==> src/rtl/vt52_cmd_engine_if.sv <==
// Byte-stream and memory/cursor bus between the UART receive path and vt52_cmd_engine.
// The engine connects through the slave modport; the byte source and memories use master.
interface vt52_cmd_engine_if #(
    parameter int unsigned COL_W = 7,
    parameter int unsigned ROW_W = 5
);
    logic             mem_ready;
    logic [7:0]       data;
    logic             valid;
    logic             ready;
    logic [7:0]       wr_char;
    logic [COL_W-1:0] wr_x;
    logic [ROW_W-1:0] wr_y;
    logic             wr_en;
    logic [COL_W-1:0] cursor_x;
    logic [ROW_W-1:0] cursor_y;
    logic             cursor_wen;
    logic             scroll;

    modport master (
        output mem_ready, data, valid,
        input  ready, wr_char, wr_x, wr_y, wr_en, cursor_x, cursor_y, cursor_wen, scroll
    );

    modport slave (
        input  mem_ready, data, valid,
        output ready, wr_char, wr_x, wr_y, wr_en, cursor_x, cursor_y, cursor_wen, scroll
    );
endinterface

==> src/rtl/vt52_cmd_engine.sv <==
// VT52 command interpreter: printable writes, cursor motion, ESC Y addressing, scroll requests.
// Define CMD_ERASE_EN to compile in the multi-cycle ESC J / ESC K erase engine.
module vt52_cmd_engine #(
    parameter int unsigned COLS  = 80,
    parameter int unsigned ROWS  = 24,
    parameter int unsigned COL_W = 7,
    parameter int unsigned ROW_W = 5
) (
    input  logic              clk,
    input  logic              clr,
    vt52_cmd_engine_if.slave  bus
);

    typedef enum logic [2:0] {
        S_IDLE,
        S_ESC,
        S_ESC_Y_ROW,
        S_ESC_Y_COL
`ifdef CMD_ERASE_EN
        , S_ERASE
`endif
    } state_t;

    localparam logic [COL_W-1:0] X_MAX = COL_W'(COLS - 1);
    localparam logic [ROW_W-1:0] Y_MAX = ROW_W'(ROWS - 1);
    localparam logic [COL_W-1:0] X_ONE = COL_W'(1);
    localparam logic [ROW_W-1:0] Y_ONE = ROW_W'(1);

    state_t           state, state_nxt;
    logic [COL_W-1:0] cx, cx_nxt;
    logic [ROW_W-1:0] cy, cy_nxt;
    logic [7:0]       row_lat, row_lat_nxt;
    logic [7:0]       wr_char_q, wr_char_nxt;
    logic [COL_W-1:0] wr_x_q, wr_x_nxt;
    logic [ROW_W-1:0] wr_y_q, wr_y_nxt;
    logic             wr_en_q, wr_en_nxt;
    logic             cwen_q, cwen_nxt;
    logic             scroll_q, scroll_nxt;
    logic             force_cwen;
    logic             ready_i;
    logic             accept;
    logic [7:0]       arg;
    logic [COL_W:0]   tab_n;

`ifdef CMD_ERASE_EN
    logic [COL_W-1:0] ex, ex_nxt;
    logic [ROW_W-1:0] ey, ey_nxt;
    logic             erase_screen, erase_screen_nxt;

    assign ready_i = bus.mem_ready && (state != S_ERASE);
`else
    assign ready_i = bus.mem_ready;
`endif

    assign accept = bus.valid && ready_i;
    assign arg    = bus.data - 8'h20;
    // Next tab stop, one bit wider than the cursor so a stop past the last column stays visible
    assign tab_n  = ({1'b0, cx} + (COL_W+1)'(8)) & ~((COL_W+1)'(7));

    always_ff @(posedge clk or posedge clr) begin
        if (clr) begin
            state     <= S_IDLE;
            cx        <= '0;
            cy        <= '0;
            row_lat   <= '0;
            wr_char_q <= '0;
            wr_x_q    <= '0;
            wr_y_q    <= '0;
            wr_en_q   <= 1'b0;
            cwen_q    <= 1'b0;
            scroll_q  <= 1'b0;
        end else begin
            state     <= state_nxt;
            cx        <= cx_nxt;
            cy        <= cy_nxt;
            row_lat   <= row_lat_nxt;
            wr_char_q <= wr_char_nxt;
            wr_x_q    <= wr_x_nxt;
            wr_y_q    <= wr_y_nxt;
            wr_en_q   <= wr_en_nxt;
            cwen_q    <= cwen_nxt;
            scroll_q  <= scroll_nxt;
        end
    end

`ifdef CMD_ERASE_EN
    always_ff @(posedge clk or posedge clr) begin
        if (clr) begin
            ex           <= '0;
            ey           <= '0;
            erase_screen <= 1'b0;
        end else begin
            ex           <= ex_nxt;
            ey           <= ey_nxt;
            erase_screen <= erase_screen_nxt;
        end
    end
`endif

    always_comb begin
        state_nxt   = state;
        cx_nxt      = cx;
        cy_nxt      = cy;
        row_lat_nxt = row_lat;
        wr_char_nxt = wr_char_q;
        wr_x_nxt    = wr_x_q;
        wr_y_nxt    = wr_y_q;
        wr_en_nxt   = 1'b0;
        scroll_nxt  = 1'b0;
        force_cwen  = 1'b0;
`ifdef CMD_ERASE_EN
        ex_nxt           = ex;
        ey_nxt           = ey;
        erase_screen_nxt = erase_screen;
`endif

        case (state)
            S_IDLE: begin
                if (accept) begin
                    if (bus.data >= 8'h20 && bus.data <= 8'h7E) begin
                        wr_en_nxt   = 1'b1;
                        wr_char_nxt = bus.data;
                        wr_x_nxt    = cx;
                        wr_y_nxt    = cy;
                        if (cx < X_MAX) cx_nxt = cx + X_ONE;
                    end else begin
                        case (bus.data)
                            8'h08: if (cx != '0) cx_nxt = cx - X_ONE;
                            8'h09: begin
                                if (tab_n <= {1'b0, X_MAX}) cx_nxt = tab_n[COL_W-1:0];
                                else if (cx < X_MAX)        cx_nxt = cx + X_ONE;
                            end
                            8'h0A: begin
                                if (cy < Y_MAX) cy_nxt = cy + Y_ONE;
                                else            scroll_nxt = 1'b1;
                            end
                            8'h0D: cx_nxt = '0;
                            8'h1B: state_nxt = S_ESC;
                            default: ;
                        endcase
                    end
                end
            end

            S_ESC: begin
                if (accept) begin
                    state_nxt = S_IDLE;
                    case (bus.data)
                        8'h41: if (cy != '0) cy_nxt = cy - Y_ONE;
                        8'h42: if (cy < Y_MAX) cy_nxt = cy + Y_ONE;
                        8'h43: if (cx < X_MAX) cx_nxt = cx + X_ONE;
                        8'h44: if (cx != '0) cx_nxt = cx - X_ONE;
                        8'h48: begin
                            cx_nxt = '0;
                            cy_nxt = '0;
                        end
                        8'h59: state_nxt = S_ESC_Y_ROW;
                        8'h1B: state_nxt = S_ESC;
`ifdef CMD_ERASE_EN
                        8'h4A, 8'h4B: begin
                            state_nxt        = S_ERASE;
                            ex_nxt           = cx;
                            ey_nxt           = cy;
                            erase_screen_nxt = (bus.data == 8'h4A);
                        end
`endif
                        default: ;
                    endcase
                end
            end

            S_ESC_Y_ROW: begin
                if (accept) begin
                    row_lat_nxt = arg;
                    state_nxt   = S_ESC_Y_COL;
                end
            end

            S_ESC_Y_COL: begin
                if (accept) begin
                    // Bytes below 0x20 wrap to large values and land in the out-of-range branches
                    if (row_lat < 8'(ROWS)) cy_nxt = ROW_W'(row_lat);
                    cx_nxt     = (arg > 8'(COLS - 1)) ? X_MAX : COL_W'(arg);
                    force_cwen = 1'b1;
                    state_nxt  = S_IDLE;
                end
            end

`ifdef CMD_ERASE_EN
            S_ERASE: begin
                if (bus.mem_ready) begin
                    wr_en_nxt   = 1'b1;
                    wr_char_nxt = 8'h20;
                    wr_x_nxt    = ex;
                    wr_y_nxt    = ey;
                    if (ex == X_MAX) begin
                        if (!erase_screen || ey == Y_MAX) begin
                            state_nxt = S_IDLE;
                        end else begin
                            ex_nxt = '0;
                            ey_nxt = ey + Y_ONE;
                        end
                    end else begin
                        ex_nxt = ex + X_ONE;
                    end
                end
            end
`endif

            default: state_nxt = S_IDLE;
        endcase

        cwen_nxt = accept && (force_cwen || (cx_nxt != cx) || (cy_nxt != cy));
    end

    assign bus.ready      = ready_i;
    assign bus.wr_char    = wr_char_q;
    assign bus.wr_x       = wr_x_q;
    assign bus.wr_y       = wr_y_q;
    assign bus.wr_en      = wr_en_q;
    assign bus.cursor_x   = cx;
    assign bus.cursor_y   = cy;
    assign bus.cursor_wen = cwen_q;
    assign bus.scroll     = scroll_q;

endmodule

==> src/flat_wrapper.sv <==
// flat-port wrapper written by rule: the top's interface ports become plain ports
module vt52_cmd_engine_flat 
#(
    parameter int unsigned COLS  = 80,
    parameter int unsigned ROWS  = 24,
    parameter int unsigned COL_W = 7,
    parameter int unsigned ROW_W = 5
)
  (clk, clr, bus_mem_ready, bus_data, bus_valid, bus_ready, bus_wr_char, bus_wr_x, bus_wr_y, bus_wr_en, bus_cursor_x, bus_cursor_y, bus_cursor_wen, bus_scroll);
  vt52_cmd_engine_if #(.COL_W(COL_W), .ROW_W(ROW_W)) bus_i ();
  input  logic clk;
  input  logic clr;
  input wire logic [$bits(bus_i.mem_ready)-1:0] bus_mem_ready;
  input wire logic [$bits(bus_i.data)-1:0] bus_data;
  input wire logic [$bits(bus_i.valid)-1:0] bus_valid;
  output wire logic [$bits(bus_i.ready)-1:0] bus_ready;
  output wire logic [$bits(bus_i.wr_char)-1:0] bus_wr_char;
  output wire logic [$bits(bus_i.wr_x)-1:0] bus_wr_x;
  output wire logic [$bits(bus_i.wr_y)-1:0] bus_wr_y;
  output wire logic [$bits(bus_i.wr_en)-1:0] bus_wr_en;
  output wire logic [$bits(bus_i.cursor_x)-1:0] bus_cursor_x;
  output wire logic [$bits(bus_i.cursor_y)-1:0] bus_cursor_y;
  output wire logic [$bits(bus_i.cursor_wen)-1:0] bus_cursor_wen;
  output wire logic [$bits(bus_i.scroll)-1:0] bus_scroll;
  assign bus_i.mem_ready = bus_mem_ready;
  assign bus_i.data = bus_data;
  assign bus_i.valid = bus_valid;
  assign bus_ready = bus_i.ready;
  assign bus_wr_char = bus_i.wr_char;
  assign bus_wr_x = bus_i.wr_x;
  assign bus_wr_y = bus_i.wr_y;
  assign bus_wr_en = bus_i.wr_en;
  assign bus_cursor_x = bus_i.cursor_x;
  assign bus_cursor_y = bus_i.cursor_y;
  assign bus_cursor_wen = bus_i.cursor_wen;
  assign bus_scroll = bus_i.scroll;
  vt52_cmd_engine #(.COLS(COLS), .ROWS(ROWS), .COL_W(COL_W), .ROW_W(ROW_W)) u_core (.clk(clk), .clr(clr), .bus(bus_i));
endmodule
==> config.mk <==
export PLATFORM = sky130hd
export DESIGN_NAME = vt52_cmd_engine_flat
export DESIGN_NICKNAME = d
export VERILOG_FILES = /design/src/rtl/vt52_cmd_engine_if.sv /design/src/rtl/vt52_cmd_engine.sv /design/src/flat_wrapper.sv
export SDC_FILE = /design/constraint.sdc
export NUM_CORES = 1
export LEC_CHECK = 0
export BUFFER_PORTS_ARGS = -buffer_cell sky130_fd_sc_hd__buf_2
export CAP_MARGIN = 15
export CORE_UTILIZATION = 49
export CTS_CLUSTER_SIZE = 12
export DETAILED_ROUTE_END_ITERATION = 16
export PLACE_DENSITY = 0.69
export SLEW_MARGIN = 10
export SYNTH_ARGS = -nofsm -noshare
export SYNTH_HDL_FRONTEND = slang
export SYNTH_SLANG_ARGS = --single-unit
export TNS_END_PERCENT = 100
==> constraint.sdc <==
create_clock -name clk -period 7.9 [get_ports clk]
set_clock_uncertainty 0.1 [all_clocks]
set_input_delay 0.79 -clock clk [delete_from_list [all_inputs] [get_ports clk]]
set_output_delay 0.79 -clock clk [all_outputs]
set_load 0.05 [all_outputs]
==> results.tsv, run 1 <==
metric	value	unit
Post-CTS Resized	0	
Worst Setup Start Kind	flip-flop	
Top FF cell, synth	dfrtp_1	
Synth area leader	dfrtp_1	
crit-path most repeated cell	a21oi_1	
Remaining DRCs	0	
Max clock buf depth	2	
Synth Cell Area	4280	sq um
Yosys Warn Count	0	
Sequential Power Share	0.333	
proportion of layout cells with a drive suffix above 1	0.199	
ANT nets after route	0	
final period demand of the worst path	4.11	ns
Final Setup Violations	0	
First-pass DRT Iterations	6	
Leakage	1.80	nW
Worst EP arrival	4.17	ns
WP data required	7.96	ns
number of flops mapped to enable cells by yosys	0	
die footprint	9110	sq um
Power Density	225	nW/um^2
Syn Area/Cell	8.10	sq um
fillers	822	
Area Growth Syn to Fin	7.16	%
Initial Util	0.513	
first-pass GRT wire length	23.3	mm
worst slew pin tran	1.03	ns
CTS Buf Count	5	
Die H	95.5	um
DR vias/cell	6.97	
sequential share of the synthesized area	0.263	
initial antenna violation count	0	
status	completed	
Slew Viols, Final	0	
Die W	95.5	um
crit end category	flip-flop	
Skew-Pair Late Insertion Delay	0.32	ns
highest-delay cell along the critical path	dfrtp_1	
hold_buf cts	0	
gr ovfl total	0	
Detailed Place HPWL	10.4	mm
synthesized net count	552	
Root Buffer	clkbuf_8	
top cell type's share of synthesized area	0.263	
Max Clock Freq	243	MHz
CP peak stage delay	0.78	ns
Period Utilization, post-route	0.520	
clock network power share	0.207	
top area cells in the synthesized netlist	dfrtp_1 (26%), mux2_2 (6.1%), a21oi_1 (4.2%)	
internal power	0.540	mW
H-tree levels	2	
final net count	562	
CP Cell Sequence	inv_1 > ha_1 > and4_1 > o21ai_2 > a21oi_1 > a31oi_1 > a21oi_1 > nor4_2 > mux2_2 > nor4_1 > a41oi_1	
async set-reset flop share out of synthesis	1.00	
drt wl/cell	22.9	um
placed cells	636	
Rows	33	
Critical Path Fanout Max	21	
proportion of power drawn by combinational gates	0.460	
Setup CP Type	reg2reg	
clk sinks	45	
core area	8340	sq um
Synth Register Bits	45	
Total Wirelength	14.7	mm
fin util	0.550	
HP Class	reg2reg	
Slew Limit Headroom	0.305	
number of diodes	0	
non-filler cells, final	644	
P_sw	0.493	mW
DRT iter0 DRCs	441	
Final Cell Area	4590	sq um
io pins	48	
Max Cap Violations	0	
Unique masters post-synth	83	
Setup TNS	0	ns
CTS tree	yes	
pin count of the biggest net entering global routing	46	
maximum VDD drop	0.129	mV
Net Sw Frac	0.477	
vias in the first global route	4109	
Clock Pin Slew Worst Setup and Hold Paths	0.09	ns
Hold Vio Cnt, Final	0	
unrepaired setup endpoints after global routing	no	
Mapped Cells	528	
total number of vias	4486	
number of post-CTS setup repair buffers	0	
Cell Area, Placed	4450	sq um
Total GRT Usage	0.339	
gpl congestion	1.07	
port buffer count	47	
-- cell type report --
cell class	count	area [sq um]	area share
multi-input cells	418	2880	0.627
flip-flops and latches	45	1130	0.246
repair buffers	48	243	0.0529
well taps	105	131	0.0286
inverters	20	75.1	0.0164
clock buffers	5	68.8	0.0150
clock inverters	3	65.1	0.0142
-- logic make-up after synthesis --
logic type,count (synthesis),synth area share
simple gates,190,0.250
compound gates,178,0.292
buf+inv,65,0.0664
flops,45,0.263
mux,28,0.0722
fa+ha+maj,12,0.0351
xor+xnor,10,0.0205
-- worst paths after layout --
check                                       start                     end  slack, ns  cells past startpoint
hold / removal              u_core.bus.wr_char[6]   u_core.bus.wr_char[6]       0.41                      1
setup / recovery           u_core.bus.cursor_x[4]   u_core.bus.cursor_wen       3.79                     11
setup reg to reg           u_core.bus.cursor_x[4]   u_core.bus.cursor_wen       3.79                     11
hold reg to reg             u_core.bus.wr_char[6]   u_core.bus.wr_char[6]       0.41                      1
max in group asynchronous                     clr      u_core.bus.wr_x[2]       6.47                      2
min in group asynchronous                     clr  u_core.bus.cursor_y[0]       0.61                      2
-- Yosys cell counts (6+ instances only) --
| library cell | n |
|---|---|
| nor2_1 | 39 |
| nor3_1 | 14 |
| xnor2_1 | 7 |
| nand2_1 | 42 |
| ha_1 | 12 |
| and2_1 | 7 |
| dfrtp_1 | 45 |
| nand3_1 | 18 |
| a21oi_1 | 36 |
| and3_1 | 9 |
| o211ai_1 | 6 |
| nand2b_1 | 7 |
| clkbuf_1 | 24 |
| nor4_1 | 6 |
| mux2_2 | 23 |
| o22ai_1 | 8 |
| buf_2 | 14 |
| o21ai_0 | 35 |
| a211oi_1 | 10 |
| o31ai_1 | 6 |
| inv_1 | 19 |
| a31oi_1 | 8 |
-- flip-flops by register name (all words and copies together) (netlist names) --
name,cells
u_core.bus.cursor_wen,1
u_core.bus.cursor_x,7
u_core.bus.cursor_y,5
u_core.bus.scroll,1
u_core.bus.wr_char,8
u_core.bus.wr_en,1
u_core.bus.wr_x,7
u_core.bus.wr_y,5
u_core.row_lat,8
u_core.state,2
-- through the flow --
stage,hold slack (ns),worst slack [ns],total power [mW]
2_1_floorplan,0.350,4.23,0.686
3_3_place_gp,0.374,3.82,0.816
3_5_place_dp,0.391,3.80,0.813
4_1_cts,0.411,3.93,1.02
5_1_grt,0.428,3.52,1.09
6_report,0.409,3.79,1.03
-- power groups by stage --
stage	clock [mW]	sequential (mW)	combinational, mW
global route	0.224	0.352	0.510
global placement	0	0.346	0.470
detailed placement	0	0.346	0.467
finish	0.214	0.344	0.476
floorplan	0	0.422	0.264
CTS	0.215	0.341	0.469
-- worst max-delay path: cells and delay by family (launching register included) --
family,cells,cell delay (ns)
compound gates,5,1.12
flops,1,0.78
buf+inv,1,0.36
simple gates,3,0.91
mux,1,0.37
fa+ha+maj,1,0.31
-- cell usage in the layout (no fill, tap or decap), drive strengths merged, types with 6 or more instances in the layout --
cell    instances
a211oi         11
a21oi          36
a221oi          6
a31oi           8
and2            7
and3           11
buf            48
dfrtp          45
ha             12
inv            19
mux2           23
nand2          42
nand2b          7
nand3          18
nor2           40
nor3           16
nor4            8
o211ai          6
o21ai          39
o22ai           8
o31ai           7
xnor2           7
-- per-layer routing --
metal / wire length (um) / share of wire / vias up / track usage
met2: 6650 / 0.45 / 255 / 0.527
li1: - / - / 2034 / -
met1: 6280 / 0.43 / 2150 / 0.478
met5: 0 / 0 / - / 0
met3: 1190 / 0.081 / 47 / 0.0359
met4: 602 / 0.041 / 0 / 0.139
Note: power is estimated with default switching activity, not from simulation.
==> run 2, diff against run 1 <==
- ABC_AREA: default -> 1
- PLACE_DENSITY: 0.69 -> 0.72
- clock period: 7.9 -> 3.45 ns (I/O delays scaled with it)
==> run 2 against run 1 <==
  * Combinational power increased to 6.0 times the previous value
  * Highest routed layer unchanged
  * Sequential share of layout area up 0.31 points
  * Core utilization grew 2.4 points
  * Die area is 5.0% lower
  * Final area decreased by 1.2%
  * Sequential power grew to 3.1 times the previous value
  * Non-clock buffer count rose by 7
  * Critical path type unchanged
  * Routed wire length fell by 16%
  * Critical path depth grew 7
  * Global-route usage decreased by 4.4 points
==> results.tsv, run 2 <==
metric	value	unit	change
status	completed		unchanged
async set-reset flop share out of synthesis	1.00		unchanged
die footprint	8660	sq um	was 9110 sq um
Critical Path Fanout Max	12		was 21
final net count	728		was 562
HP Class	in2async		was reg2reg
final period demand of the worst path	2.83	ns	was 4.11 ns
Root Buffer	clkbuf_8		unchanged
DRT iter0 DRCs	397		was 441
max layer used	met4		unchanged
Initial Util	0.515		was 0.513
vias in the first global route	3986		was 4109
leading cell types in the layout, fill and taps excluded	nand2_1 (220), nand3_1 (74), o21ai_0 (60)		was buf_2 (47), dfrtp_1 (45), nand2_1 (42)
clk sinks	45		unchanged
met2 WL post-DR	5.27	mm	was 6.65 mm
Hold Vio Cnt, Final	0		unchanged
WP data required	3.52	ns	was 7.96 ns
number of diodes	0		unchanged
Die H	93.1	um	was 95.5 um
fin util	0.574		was 0.550
Skew-Pair Late Insertion Delay	0.30	ns	was 0.32 ns
CTS tree	yes		unchanged
Total Wirelength	12.3	mm	was 14.7 mm
Setup CP Type	reg2reg		unchanged
Synth Cell Area	4060	sq um	was 4280 sq um
Period Utilization, post-route	0.820		was 0.520
number of post-CTS setup repair buffers	0		unchanged
port buffer count	47		unchanged
First-pass DRT Iterations	7		was 6
Synth Register Bits	45		unchanged
Syn Area/Cell	6.14	sq um	was 8.10 sq um
top area cells in the synthesized netlist	dfrtp_1 (28%), nand2_1 (20%), nand3_1 (9.1%)		was dfrtp_1 (26%), mux2_2 (6.1%), a21oi_1 (4.2%)
Max Clock Freq	353	MHz	was 243 MHz
Synth area leader	dfrtp_1		unchanged
Critical R2R Capture	u_core.bus.cursor_wen		unchanged
hold_buf cts	0		unchanged
Setup TNS	0	ns	unchanged
DR vias/cell	5.51		was 6.97
multi-input logic area	2540	sq um	was 2880 sq um
proportion of layout cells with a drive suffix above 1	0.146		was 0.199
fillers	820		was 822
placed cells	798		was 636
drt wl/cell	15.3	um	was 22.9 um
Worst EP arrival	2.90	ns	was 4.17 ns
worst-case reg-to-reg path depth	18		was 11
Worst Setup EP	u_core.bus.cursor_wen		unchanged
Unique masters post-synth	34		was 83
Max Cap Violations	0		unchanged
ANT nets after route	0		unchanged
Final Setup Violations	0		unchanged
core area	7890	sq um	was 8340 sq um
Top FF cell, synth	dfrtp_1		unchanged
Mapped Cells	662		was 528
Post-CTS Resized	0		unchanged
Leakage	2.39	nW	was 1.80 nW
most common cell after layout, fill and taps aside	nand2_1		was buf_2
Die W	93.1	um	was 95.5 um
CTS Buf Count	5		unchanged
non-filler cells, final	807		was 644
most common cell in the netlist	nand2_1		was dfrtp_1
Slew Viols, Final	0		unchanged
first-pass GRT wire length	20.2	mm	was 23.3 mm
number of flops mapped to enable cells by yosys	0		unchanged
DR WL met3	980	um	was 1.19 mm
Slew Limit Headroom	0.359		was 0.305
Min Hold Slack	0.166	ns	was 0.409 ns
gpl congestion	0.965		was 1.07
top cell type's share of synthesized area	0.277		was 0.263
initial antenna violation count	0		unchanged
H-tree levels	2		unchanged
maximum VDD drop	0.436	mV	was 0.129 mV
crit end category	flip-flop		unchanged
pin count of the biggest net entering global routing	46		unchanged
Worst Setup Start Kind	flip-flop		unchanged
sequential share of the synthesized area	0.277		was 0.263
Remaining DRCs	0		unchanged
crit path from	u_core.bus.cursor_x[4]		unchanged
Detailed Place HPWL	9.26	mm	was 10.4 mm
unrepaired setup endpoints after global routing	no		unchanged
worst slew pin tran	0.961	ns	was 1.03 ns
register area	1130	sq um	unchanged
Rows	32		was 33
FF-to-FF setup slack	0.62	ns	was 3.79 ns
synthesized net count	686		was 552
Total GRT Usage	0.296		was 0.339
Yosys Warn Count	0		unchanged
Max clock buf depth	2		unchanged
total power	4.37	mW	was 1.03 mW
Area Growth Syn to Fin	11.5	%	was 7.16%
r2r startpoint	u_core.bus.cursor_x[4]		unchanged
Metal-1 WL	5.98	mm	was 6.28 mm
Power Density	964	nW/um^2	was 225 nW/um^2
total number of vias	4446		was 4486
io pins	48		unchanged
Clock Pin Slew Worst Setup and Hold Paths	0.09	ns	about the same
gr ovfl total	0		unchanged
Synth top cells by count	nand2_1 (220), nand3_1 (74), o21ai_0 (60)		was dfrtp_1 (45), nand2_1 (42), nor2_1 (39)
## run 2: critical path: stages, from the launching register on
cell,delay (ns)
dfrtp_1,0.69
inv_4,0.17
ha_1,0.34
inv_1,0.07
nand2_1,0.06
inv_1,0.05
o21ai_0,0.12
nand3_2,0.14
nand2_1,0.08
nand2_1,0.07
nand2_1,0.05
nand2_1,0.05
nand2_1,0.06
nand2_2,0.08
nand2_1,0.05
nand3_1,0.07
nand2_1,0.05
nor3_1,0.27
nand4_1,0.12
## run 2: layout make-up
cell class                 count  share of cell area
multi-input combinational    523               0.562
sequential                    45               0.249
timing repair buffer          55              0.0696
inverter                      74              0.0624
tap                          102              0.0282
clock buffer                   5              0.0152
clock inverter                 3              0.0144
## run 2: per-layer routing
layer  vias up  GRT usage
li1       2228          -
met1      2005      0.461
met2       200      0.438
met3        13     0.0374
met4         0     0.0487
met5         -          0
## run 2: logic make-up (layout without fill, tap and decap cells)
kind of cell / Yosys count / after routing / share of synthesized area
flip-flops: 45 / 45 / 0.277
XOR/XNOR: 9 / 9 / 0.0194
AO/OA/AOI/OAI: 108 / 108 / 0.144
adder cells (fa/ha/maj): 12 / 12 / 0.0370
AND/OR/NAND/NOR: 394 / 394 / 0.425
buffers and inverters: 94 / 137 / 0.0967
## run 2: report_power, final
group	switching [mW]	internal, mW
registers	0.292	0.758
clock network	0.186	0.288
logic	2.03	0.812
total	2.51	1.86
## run 2: worst min-delay path by stage
| stage | from | endpoint | slack (ns) |
|---|---|---|---|
| after floorplan | u_core.row_lat[1] | u_core.row_lat[1] | 0.34 |
| after global placement | u_core.bus.wr_char[7] | u_core.bus.wr_char[7] | 0.35 |
| after detailed placement | u_core.bus.wr_y[0] | u_core.bus.wr_y[0] | 0.37 |
| after CTS | clr | u_core.state[1] | 0.19 |
| after global routing | clr | u_core.bus.cursor_y[3] | 0.24 |
| final | clr | u_core.bus.cursor_wen | 0.17 |
## run 2: through the flow
step | setup slack, ns | cell area [sq um]
after floorplan | 0.854 | 4060
after global placement | 0.518 | 4370
after detailed placement | 0.492 | 4370
after CTS | 0.723 | 4500
after global routing | 0.428 | 4530
final | 0.619 | 4530
==> run 3, diff against run 2 <==
- PLACE_DENSITY: 0.72 -> 0.69
- clock period: 3.45 -> 2.9 ns (I/O delays scaled with it)
==> run 3 against run 2 <==
  * First-iteration DRC count increased by 21%
  * Core utilization grew 1.1 points
  * Critical endpoint unchanged
  * Maximum frequency grew 2.4%
  * Largest power group unchanged
==> results.tsv, run 3 (synthesis gave the netlist of run 2 again) <==
metric	value	unit	change
Slew Limit Headroom	0.371		was 0.359
Worst Setup Start Kind	flip-flop		unchanged
crit-path most repeated cell	nand2_1		unchanged
most common cell after layout, fill and taps aside	nand2_1		unchanged
Root Buffer	clkbuf_8		unchanged
CP Cell Sequence	inv_4 > ha_1 > nand3_1 > o21ai_2 > nand2_1 > nand2_1 > nand3_1 > nand2_1 > nand2_1 > nand2_1 > nand2_1 > nand2_1 > nand2_1 > nand2_1 > nand3_1 > nor2_1 > nand4_1		was inv_4 > ha_1 > inv_1 > nand2_1 > inv_1 > o21ai_0 > nand3_2 > nand2_1 > nand2_1 > nand2_1 > nand2_1 > nand2_1 > nand2_2 > nand2_1 > nand3_1 > nand2_1 > nor3_1 > nand4_1
Initial Util	0.515		unchanged
Sequential Power Share	0.230		was 0.240
CTS tree	yes		unchanged
P_sw	3.04	mW	was 2.51 mW
hold_buf cts	0		unchanged
Rows	32		unchanged
First-pass DRT Iterations	6		was 7
CTS Buf Count	5		unchanged
fin util	0.585		was 0.574
final period demand of the worst path	2.77	ns	was 2.83 ns
DRT iter0 DRCs	479		was 397
Worst EP arrival	2.84	ns	was 2.90 ns
Leakage	2.45	nW	was 2.39 nW
placed cells	814		was 798
maximum VDD drop	0.470	mV	was 0.436 mV
leading cell types in the layout, fill and taps excluded	nand2_1 (220), nand3_1 (74), o21ai_0 (60)		unchanged
Clock Pin Slew Worst Setup and Hold Paths	0.09	ns	about the same
crit end category	flip-flop		unchanged
DR vias/cell	5.53		was 5.51
final net count	748		was 728
non-filler cells, final	827		was 807
WP data required	2.98	ns	was 3.52 ns
CP peak stage delay	0.48	ns	was 0.69 ns
HP Class	in2async		unchanged
total number of vias	4576		was 4446
status	completed		unchanged
Skew-Pair Late Insertion Delay	0.31	ns	was 0.30 ns
proportion of layout cells with a drive suffix above 1	0.172		was 0.146
Crit path buffers/inverters	1		was 3
port buffer count	47		unchanged
Die H	93.1	um	unchanged
Cell Area, Placed	4490	sq um	was 4370 sq um
Slew Viols, Final	0		unchanged
Setup CP Type	reg2reg		unchanged
Max Cap Violations	0		unchanged
clk sinks	45		unchanged
initial antenna violation count	0		unchanged
first-pass GRT wire length	20.7	mm	was 20.2 mm
fillers	804		was 820
Final Cell Area	4620	sq um	was 4530 sq um
gpl congestion	0.954		was 0.965
Setup TNS	0	ns	unchanged
proportion of power drawn by combinational gates	0.694		was 0.651
vias in the first global route	4166		was 3986
io pins	48		unchanged
Hold Vio Cnt, Final	0		unchanged
Remaining DRCs	0		unchanged
Detailed Place HPWL	9.46	mm	was 9.26 mm
CP top delay family	simple AND/OR/NAND/NOR gates		unchanged
Period Utilization, post-route	0.954		was 0.820
Max Clock Freq	362	MHz	was 353 MHz
Die W	93.1	um	unchanged
Total Wirelength	12.4	mm	was 12.3 mm
Max clock buf depth	2		unchanged
gr ovfl total	0		unchanged
Critical Path Fanout Max	12		unchanged
register area	1130	sq um	about the same
Final Setup Violations	0		unchanged
Power Density	1130	nW/um^2	was 964 nW/um^2
H-tree levels	2		unchanged
Total GRT Usage	0.304		was 0.296
die footprint	8660	sq um	unchanged
internal power	2.18	mW	was 1.86 mW
Area Growth Syn to Fin	13.6	%	was 11.5%
ANT nets after route	0		unchanged
clock network power share	0.076		was 0.108
Net Sw Frac	0.582		was 0.575
multi-input logic area	2540	sq um	unchanged
drt wl/cell	15.1	um	was 15.3 um
number of diodes	0		unchanged
worst slew pin tran	0.942	ns	was 0.961 ns
core area	7890	sq um	unchanged
highest-delay cell along the critical path	dfrtp_1		unchanged
pin count of the biggest net entering global routing	46		unchanged
==> run 3: cell count changes in the layout (fill, tap and decap cells not counted), sizes merged <==
cell      delta
bufinv       -2
buf         +20
clkinvlp     +2
==> run 3: metrics by stage <==
stage	hold WS [ns]	power [mW]	setup slack, ns
final	0.0946	5.22	0.135
after global routing	0.187	5.68	-0.0105
after CTS	0.134	5.12	0.0477
after detailed placement	0.348	4.71	0.0974
after global placement	0.349	4.64	0.121
after floorplan	0.302	3.81	0.304
==> run 3: per-layer routing <==
metal / vias up / GRT usage / part of all wire
li1: 2276 / - / -
met1: 2056 / 0.450 / 0.47
met2: 228 / 0.466 / 0.43
met3: 16 / 0.0398 / 0.081
met4: 0 / 0.0731 / 0.011
met5: - / 0 / 0
==> run 3: worst paths after layout <==
kind,to,startpoint,slack (ns),cells past startpoint
worst max-delay path,u_core.bus.cursor_wen,u_core.bus.cursor_x[4],0.13,17
worst min register to register,u_core.bus.wr_char[7],u_core.bus.wr_char[7],0.37,2
worst min-delay path,u_core.bus.wr_x[1],clr,0.09,2
max in group asynchronous,u_core.bus.cursor_x[1],clr,1.96,2
min in group clk,u_core.row_lat[5],bus_data[5],0.21,2
worst max register to register,u_core.bus.cursor_wen,u_core.bus.cursor_x[4],0.13,17
==> run 3: final cells by class <==
type / count / share of cell area
timing repair buffer: 75 / 0.0965
tap: 102 / 0.0276
clock inverter: 3 / 0.00379
multi-input combinational: 523 / 0.551
sequential: 45 / 0.244
inverter: 74 / 0.0621
clock buffer: 5 / 0.0149
==> run 3: what timing repair did <==
action / CTS / global route
endpoints found under the hold margin: 0 / 0
buffers inserted: 0 / 5
gates resized for setup: 0 / 2
endpoints found under the setup margin: 0 / 1
==> run 3: power by group through the flow <==
stage          Combinational, mW  Sequential, mW  Clock, mW
2_1_floorplan               1.98            1.83          0
3_3_place_gp                3.45            1.19          0
3_5_place_dp                3.51            1.20          0
4_1_cts                     3.52            1.19      0.404
5_1_grt                     4.00            1.25      0.433
6_report                    3.62            1.20      0.398
